==> src/rtl/lorenz_step_ctrl.sv <==
// Step sequencer for the fixed-point Lorenz solver: issues solver load/step strobes,
// paces steps with a programmable divider, counts steps against an optional limit and
// hands each new x/y/z state to a downstream consumer through a valid/ready register.
module lorenz_step_ctrl #(
  parameter int unsigned DIV_W = 16,
  parameter int unsigned CNT_W = 32
) (
  input  logic                    clk,
  input  logic                    reset,
  input  logic                    start,
  input  logic                    stop,
  input  logic                    reinit,
  input  logic [DIV_W-1:0]        div,
  input  logic [CNT_W-1:0]        max_steps,
  input  logic signed [26:0]      x_in,
  input  logic signed [26:0]      y_in,
  input  logic signed [26:0]      z_in,
  output logic                    solver_init,
  output logic                    step_en,
  output logic                    sample_valid,
  input  logic                    sample_ready,
  output logic signed [26:0]      sample_x,
  output logic signed [26:0]      sample_y,
  output logic signed [26:0]      sample_z,
  output logic [CNT_W-1:0]        step_count,
  output logic                    busy,
  output logic                    done
);

  typedef enum logic [1:0] {StIdle, StInit, StRun, StDone} state_e;

  state_e              state_q, state_d;
  logic [DIV_W-1:0]    div_cnt_q, div_cnt_d;
  logic [CNT_W-1:0]    step_count_q, step_count_d;
  logic [CNT_W-1:0]    count_inc;
  logic                cap_pend_q, cap_pend_d;
  logic                sample_valid_q, sample_valid_d;
  logic signed [26:0]  sample_x_q, sample_x_d;
  logic signed [26:0]  sample_y_q, sample_y_d;
  logic signed [26:0]  sample_z_q, sample_z_d;
  logic                solver_init_q, busy_q, done_q;
  logic                outstanding;
  logic                step_fire;

  // Step decision: divider expired, no sample in flight, and no command overriding RUN.
  // A handshake in this cycle frees the register, so a step may coincide with it.
  always_comb begin
    outstanding = cap_pend_q | (sample_valid_q & ~sample_ready);
    step_fire   = (state_q == StRun) && !reinit && !stop && (div_cnt_q >= div) && !outstanding;
    count_inc   = step_count_q + CNT_W'(1);
  end

  // Sequencer next state, divider and step counter.
  always_comb begin
    state_d      = state_q;
    div_cnt_d    = div_cnt_q;
    step_count_d = step_count_q;
    if (reinit) begin
      state_d = StInit;
    end else begin
      unique case (state_q)
        StIdle: begin
          if (!stop && start) state_d = StInit;
        end
        StInit: begin
          state_d = stop ? StIdle : StRun;
        end
        StRun: begin
          if (stop) begin
            state_d = StIdle;
          end else if (step_fire) begin
            step_count_d = count_inc;
            div_cnt_d    = '0;
            if ((max_steps != '0) && (count_inc == max_steps)) state_d = StDone;
          end else if (div_cnt_q < div) begin
            div_cnt_d = div_cnt_q + DIV_W'(1);
          end
        end
        StDone: begin
          if (stop)       state_d = StIdle;
          else if (start) state_d = StInit;
        end
        default: state_d = StIdle;
      endcase
    end
    // Clearing on entry makes step_count read 0 during the INIT cycle itself.
    if (state_d == StInit && state_q != StInit) begin
      div_cnt_d    = '0;
      step_count_d = '0;
    end
  end

  // Sample capture one cycle after each step; held until accepted, dropped only by reinit.
  always_comb begin
    cap_pend_d     = step_fire;
    sample_valid_d = sample_valid_q;
    sample_x_d     = sample_x_q;
    sample_y_d     = sample_y_q;
    sample_z_d     = sample_z_q;
    if (reinit) begin
      sample_valid_d = 1'b0;
    end else if (cap_pend_q) begin
      sample_x_d     = x_in;
      sample_y_d     = y_in;
      sample_z_d     = z_in;
      sample_valid_d = 1'b1;
    end else if (sample_valid_q && sample_ready) begin
      sample_valid_d = 1'b0;
    end
  end

  // State, datapath and registered status outputs.
  always_ff @(posedge clk or posedge reset) begin
    if (reset) begin
      state_q        <= StIdle;
      div_cnt_q      <= '0;
      step_count_q   <= '0;
      cap_pend_q     <= 1'b0;
      sample_valid_q <= 1'b0;
      sample_x_q     <= '0;
      sample_y_q     <= '0;
      sample_z_q     <= '0;
      solver_init_q  <= 1'b0;
      busy_q         <= 1'b0;
      done_q         <= 1'b0;
    end else begin
      state_q        <= state_d;
      div_cnt_q      <= div_cnt_d;
      step_count_q   <= step_count_d;
      cap_pend_q     <= cap_pend_d;
      sample_valid_q <= sample_valid_d;
      sample_x_q     <= sample_x_d;
      sample_y_q     <= sample_y_d;
      sample_z_q     <= sample_z_d;
      solver_init_q  <= (state_d == StInit);
      busy_q         <= (state_d == StInit) || (state_d == StRun);
      done_q         <= (state_d == StDone);
    end
  end

  assign solver_init  = solver_init_q;
  assign step_en      = step_fire;
  assign sample_valid = sample_valid_q;
  assign sample_x     = sample_x_q;
  assign sample_y     = sample_y_q;
  assign sample_z     = sample_z_q;
  assign step_count   = step_count_q;
  assign busy         = busy_q;
  assign done         = done_q;

endmodule

==> config.mk <==
export PLATFORM = sky130hd
export DESIGN_NAME = lorenz_step_ctrl
export DESIGN_NICKNAME = d
export VERILOG_FILES = /design/src/rtl/lorenz_step_ctrl.sv
export SDC_FILE = /design/constraint.sdc
export NUM_CORES = 1
export LEC_CHECK = 0
export ABC_AREA = 1
export BUFFER_PORTS_ARGS = -buffer_cell sky130_fd_sc_hd__buf_2
export CAP_MARGIN = 20
export CELL_PAD_IN_SITES_DETAIL_PLACEMENT = 1
export CELL_PAD_IN_SITES_GLOBAL_PLACEMENT = 1
export CORE_MARGIN = 2
export CORE_UTILIZATION = 40
export DETAILED_ROUTE_END_ITERATION = 10
export PLACE_DENSITY_LB_ADDON = 0.08
export SYNTH_ARGS = -nofsm -noshare
export SYNTH_HDL_FRONTEND = slang
export SYNTH_SLANG_ARGS = --single-unit
export TNS_END_PERCENT = 1
==> constraint.sdc <==
create_clock -name clk -period 9.4 [get_ports clk]
set_input_delay 1.88 -clock clk [delete_from_list [all_inputs] [get_ports clk]]
set_output_delay 1.88 -clock clk [all_outputs]
set_load 0.02 [all_outputs]
==> flow_metrics.env <==
export IMPL_status="complete, but fails checks"
export IMPL_violations_in_the_final_reports="DRC"
export IMPL_antenna_found_initial=5
export IMPL_ios=253
export IMPL_slew_headroom_pct=29.18
export IMPL_cts_root_buf="sky130_fd_sc_hd__clkbuf_16"
export IMPL_ys_warn_count=0
export IMPL_synth_main_ff_cell="sky130_fd_sc_hd__dfrtp_1"
export IMPL_gp_congestion=0.8215
export IMPL_cts_tree="yes"
export IMPL_worstSkewPairLatency_ps=420
export IMPL_vias_in_the_first_global_route=7559
export IMPL_detail_route_first_pass_iterations=7
export IMPL_yosys_area_top_type_share_pct=45.92
export IMPL_n_fill_cell=2301
export IMPL_worstHoldEndpoint="sample_z[20]"
export IMPL_dp_hpwl_um=18920
export IMPL_setup_viol_count_final=0
export IMPL_syn_to_final_growth_pct=28.04
export IMPL_grt_use_met3_pct=7.248
export IMPL_syn_avg_cell_area_um2=8.412
export IMPL_data_arrival_time_of_the_worst_path_ps=3380
export IMPL_netlist_instances=881
export IMPL_max_vdd_ir_drop_uv=123.5
export IMPL_cts_hold_buf=0
export IMPL_detailed_route_wl_um=24620
export IMPL_worst_hold_path_type="flip-flop to flip-flop"
export IMPL_dpl_cell_area_um2=8919
export IMPL_rr_endpoint="div_cnt_q[3]"
export IMPL_cts_made_buffers=17
export IMPL_final_hold_viol_count=0
export IMPL_multi_input_area_um2=3572
export IMPL_ant_nets=0
export IMPL_finish_instance_area_um2=9489
export IMPL_timing_fmax_mhz=190.3
export IMPL_final_critical_delay_including_setup_and_external_delays_ps=5256
export IMPL_grt_usage_pct=25.31
export IMPL_synth_edf_count=0
export IMPL_number_of_max_cap_violations=0
export IMPL_initial_utilization_pct=40.98
export IMPL_post_route_cells_drive_above_1_share_pct=33.65
export IMPL_synth_async_sr_flop_share_pct=100.0
export IMPL_timing_reg2reg_setup_slack_ps=5130
export IMPL_met1_usage_pct=29.67
export IMPL_sequential_cell_area_um2=3403
export IMPL_vias=7072
export IMPL_cts_repair_resize_count=0
export IMPL_post_syn_nets=1036
export IMPL_vias_per_cell=5.110
export IMPL_timing_reg2reg_worst_path_depth=23
export IMPL_grt_util_met2_pct=45.22
export IMPL_dieHeight_um=140.1
export IMPL_whs_path_depth=1
export IMPL_power_mw=1.413
export IMPL_p_leak_nw=5.197
export IMPL_critical_path_peak_fanout=4
export IMPL_drtIter0Drc=258
export IMPL_die_w_um=140.1
export IMPL_maxSlewViolCount=0
export IMPL_die_area_um2=19630
export IMPL_globalRoute_totalOverflow=0
export IMPL_tritoncts_num_sinks=136
export IMPL_rows=49
export IMPL_share_of_the_clock_period_used_by_the_worst_path_pct=55.91
export IMPL_wl_per_cell_um=17.79
export IMPL_worst_hold_slack_ps=499.6
export IMPL_power_density_nw_per_um2=148.9
export IMPL_worstSetupEndpointType="output pin"
export IMPL_global_route_peak_usage_layer="met2"
export IMPL_post_route_drc_count=7
export IMPL_synthesis_area_um2=7411
export IMPL_clock_tree_htree_level_count=4
export IMPL_worst_endpoint_required_ps=7520
export IMPL_synth_area_leader_cell="sky130_fd_sc_hd__dfrtp_1"
export IMPL_grt_first_pass_wirelength_um=38950
export IMPL_fin_nets=1293
export IMPL_core_um2=18090
export IMPL_cts_root_to_sink_buffers=2
export IMPL_cts_setup_buffers=0
export IMPL_post_synth_num_cell_types=33
export IMPL_hold_path_startpoint="sample_z[20]"
export IMPL_postSynthRegisterBits=136
export IMPL_grt_max_degree=82
export IMPL_synthTopCellsByArea="sky130_fd_sc_hd__dfrtp_1 46%, sky130_fd_sc_hd__mux2_2 12%, sky130_fd_sc_hd__nand2_1 11%"
export IMPL_clk_pin_slew_ps=60
export IMPL_cp_start_kind="input pin"
export IMPL_grt_setup_unrepaired="no"
export IMPL_numPortBuffers=252
export IMPL_reg2reg_from="step_count[1]"
export IMPL_synth_most_common_cell="sky130_fd_sc_hd__nand2_1"
export IMPL_finClkSkew_ps=12.56
export IMPL_crit_type="input pin to output pin"
export IMPL_synth_yosys_seq_area_share_pct=45.92
export IMPL_post_synth_most_frequent_cells="222 x sky130_fd_sc_hd__nand2_1, 136 x sky130_fd_sc_hd__dfrtp_1, 104 x sky130_fd_sc_hd__nor2_1"
export IMPL_fin_setup_tns_ps=0
export IMPL_worst_slew_pin_transition_ps=1062
[cell type report]
class                      instances  area share, %
antenna                            5         0.1319
clock buffer                      19          4.773
clock inverter                    12          1.108
inverter                         100          4.008
multi-input combinational        629          37.65
sequential                       136          35.86
tap                              229          3.020
timing repair buffer             254          13.45
[report_power, final]
| group | total, mW | internal [mW] | switching, mW | leakage (nW) |
|---|---|---|---|---|
| clock | 0.648 | 0.359 | 0.288 | 0.275 |
| combinational | 0.148 | 0.0582 | 0.0897 | 3.04 |
| sequential | 0.617 | 0.601 | 0.0163 | 1.88 |
[sequential cells by signal, summed over array words and instances, names as in the netlist]
name	flops
cap_pend_q	1
sample_y	27
step_count	32
sample_z	27
div_cnt_q	16
done	1
busy	1
solver_init	1
sample_valid	1
sample_x	27
state_q	2
[worst max-delay path, cell delays in order]
cell	delay, ps
sky130_fd_sc_hd__buf_2	80
sky130_fd_sc_hd__inv_1	30
sky130_fd_sc_hd__ha_1	280
sky130_fd_sc_hd__nand2_1	70
sky130_fd_sc_hd__nor2_1	170
sky130_fd_sc_hd__nand3_1	140
sky130_fd_sc_hd__nor2_1	140
sky130_fd_sc_hd__nor2_1	70
sky130_fd_sc_hd__nand3_1	100
sky130_fd_sc_hd__nand2_1	120
sky130_fd_sc_hd__inv_1	110
sky130_fd_sc_hd__buf_2	180
[layer usage]
metal  up-vias  wire length, µm
met2       198            12700
met1      3441             9709
met4         0              565
met3        39             1642
met5         -                0
li1       3394                -
[worst max path at each step]
stage	to	cells after the start	start
3_3_place_gp	div_cnt_q[7]	22	div[15]
3_5_place_dp	div_cnt_q[15]	28	div[15]
6_report	step_en	12	div[15]
4_1_cts	step_en	12	div[15]
5_1_grt	div_cnt_q[15]	28	div[15]
2_1_floorplan	busy	1	reset
[through the flow]
stage               instances  worst slack, ps  utilization (%)
finish                   1384             4144            52.47
global route             1384             3831            52.47
CTS                      1379             4131            52.40
detailed placement       1348             3871            49.31
global placement         1348             4104            49.31
floorplan                 881             3881                -
[cell usage in the layout, fill, tap and decap left out, types with 2 or more instances in the layout]
cell type,netlist,routed
sky130_fd_sc_hd__diode_2,0,5
sky130_fd_sc_hd__nor2_1,104,104
sky130_fd_sc_hd__a21oi_1,15,15
sky130_fd_sc_hd__buf_2,0,252
sky130_fd_sc_hd__dfrtp_1,136,136
sky130_fd_sc_hd__inv_6,0,7
sky130_fd_sc_hd__o22ai_1,21,21
sky130_fd_sc_hd__clkbuf_16,0,17
sky130_fd_sc_hd__o21ai_0,28,28
sky130_fd_sc_hd__nand2_1,222,221
sky130_fd_sc_hd__clkinv_4,0,2
sky130_fd_sc_hd__inv_1,99,98
sky130_fd_sc_hd__ha_1,20,20
sky130_fd_sc_hd__inv_8,0,2
sky130_fd_sc_hd__nand3_1,73,73
sky130_fd_sc_hd__nor4_1,2,2
sky130_fd_sc_hd__xor2_1,5,5
sky130_fd_sc_hd__nand2_2,5,5
sky130_fd_sc_hd__nand2_4,1,2
sky130_fd_sc_hd__nand3b_1,14,14
sky130_fd_sc_hd__buf_4,0,2
sky130_fd_sc_hd__nor2_4,5,5
sky130_fd_sc_hd__nor3_1,9,9
sky130_fd_sc_hd__nor2_2,6,6
sky130_fd_sc_hd__and2_1,4,4
sky130_fd_sc_hd__clkbuf_8,0,2
sky130_fd_sc_hd__mux2_2,81,81
sky130_fd_sc_hd__and3_1,2,2
sky130_fd_sc_hd__nand4_1,4,4
[cells by family (layout without fill, tap and decap cells)]
group | after synthesis | in the layout | synth area share, %
simple gates | 453 | 453 | 26.54
flops | 136 | 136 | 45.92
buf+inv | 116 | 385 | 5.977
mux | 81 | 81 | 12.31
compound gates | 69 | 69 | 5.166
fa+ha+maj | 20 | 20 | 3.377
xor+xnor | 6 | 6 | 0.7091
other cells | 0 | 5 | 0
No activity file was read; power rests on OpenSTA's default activity.
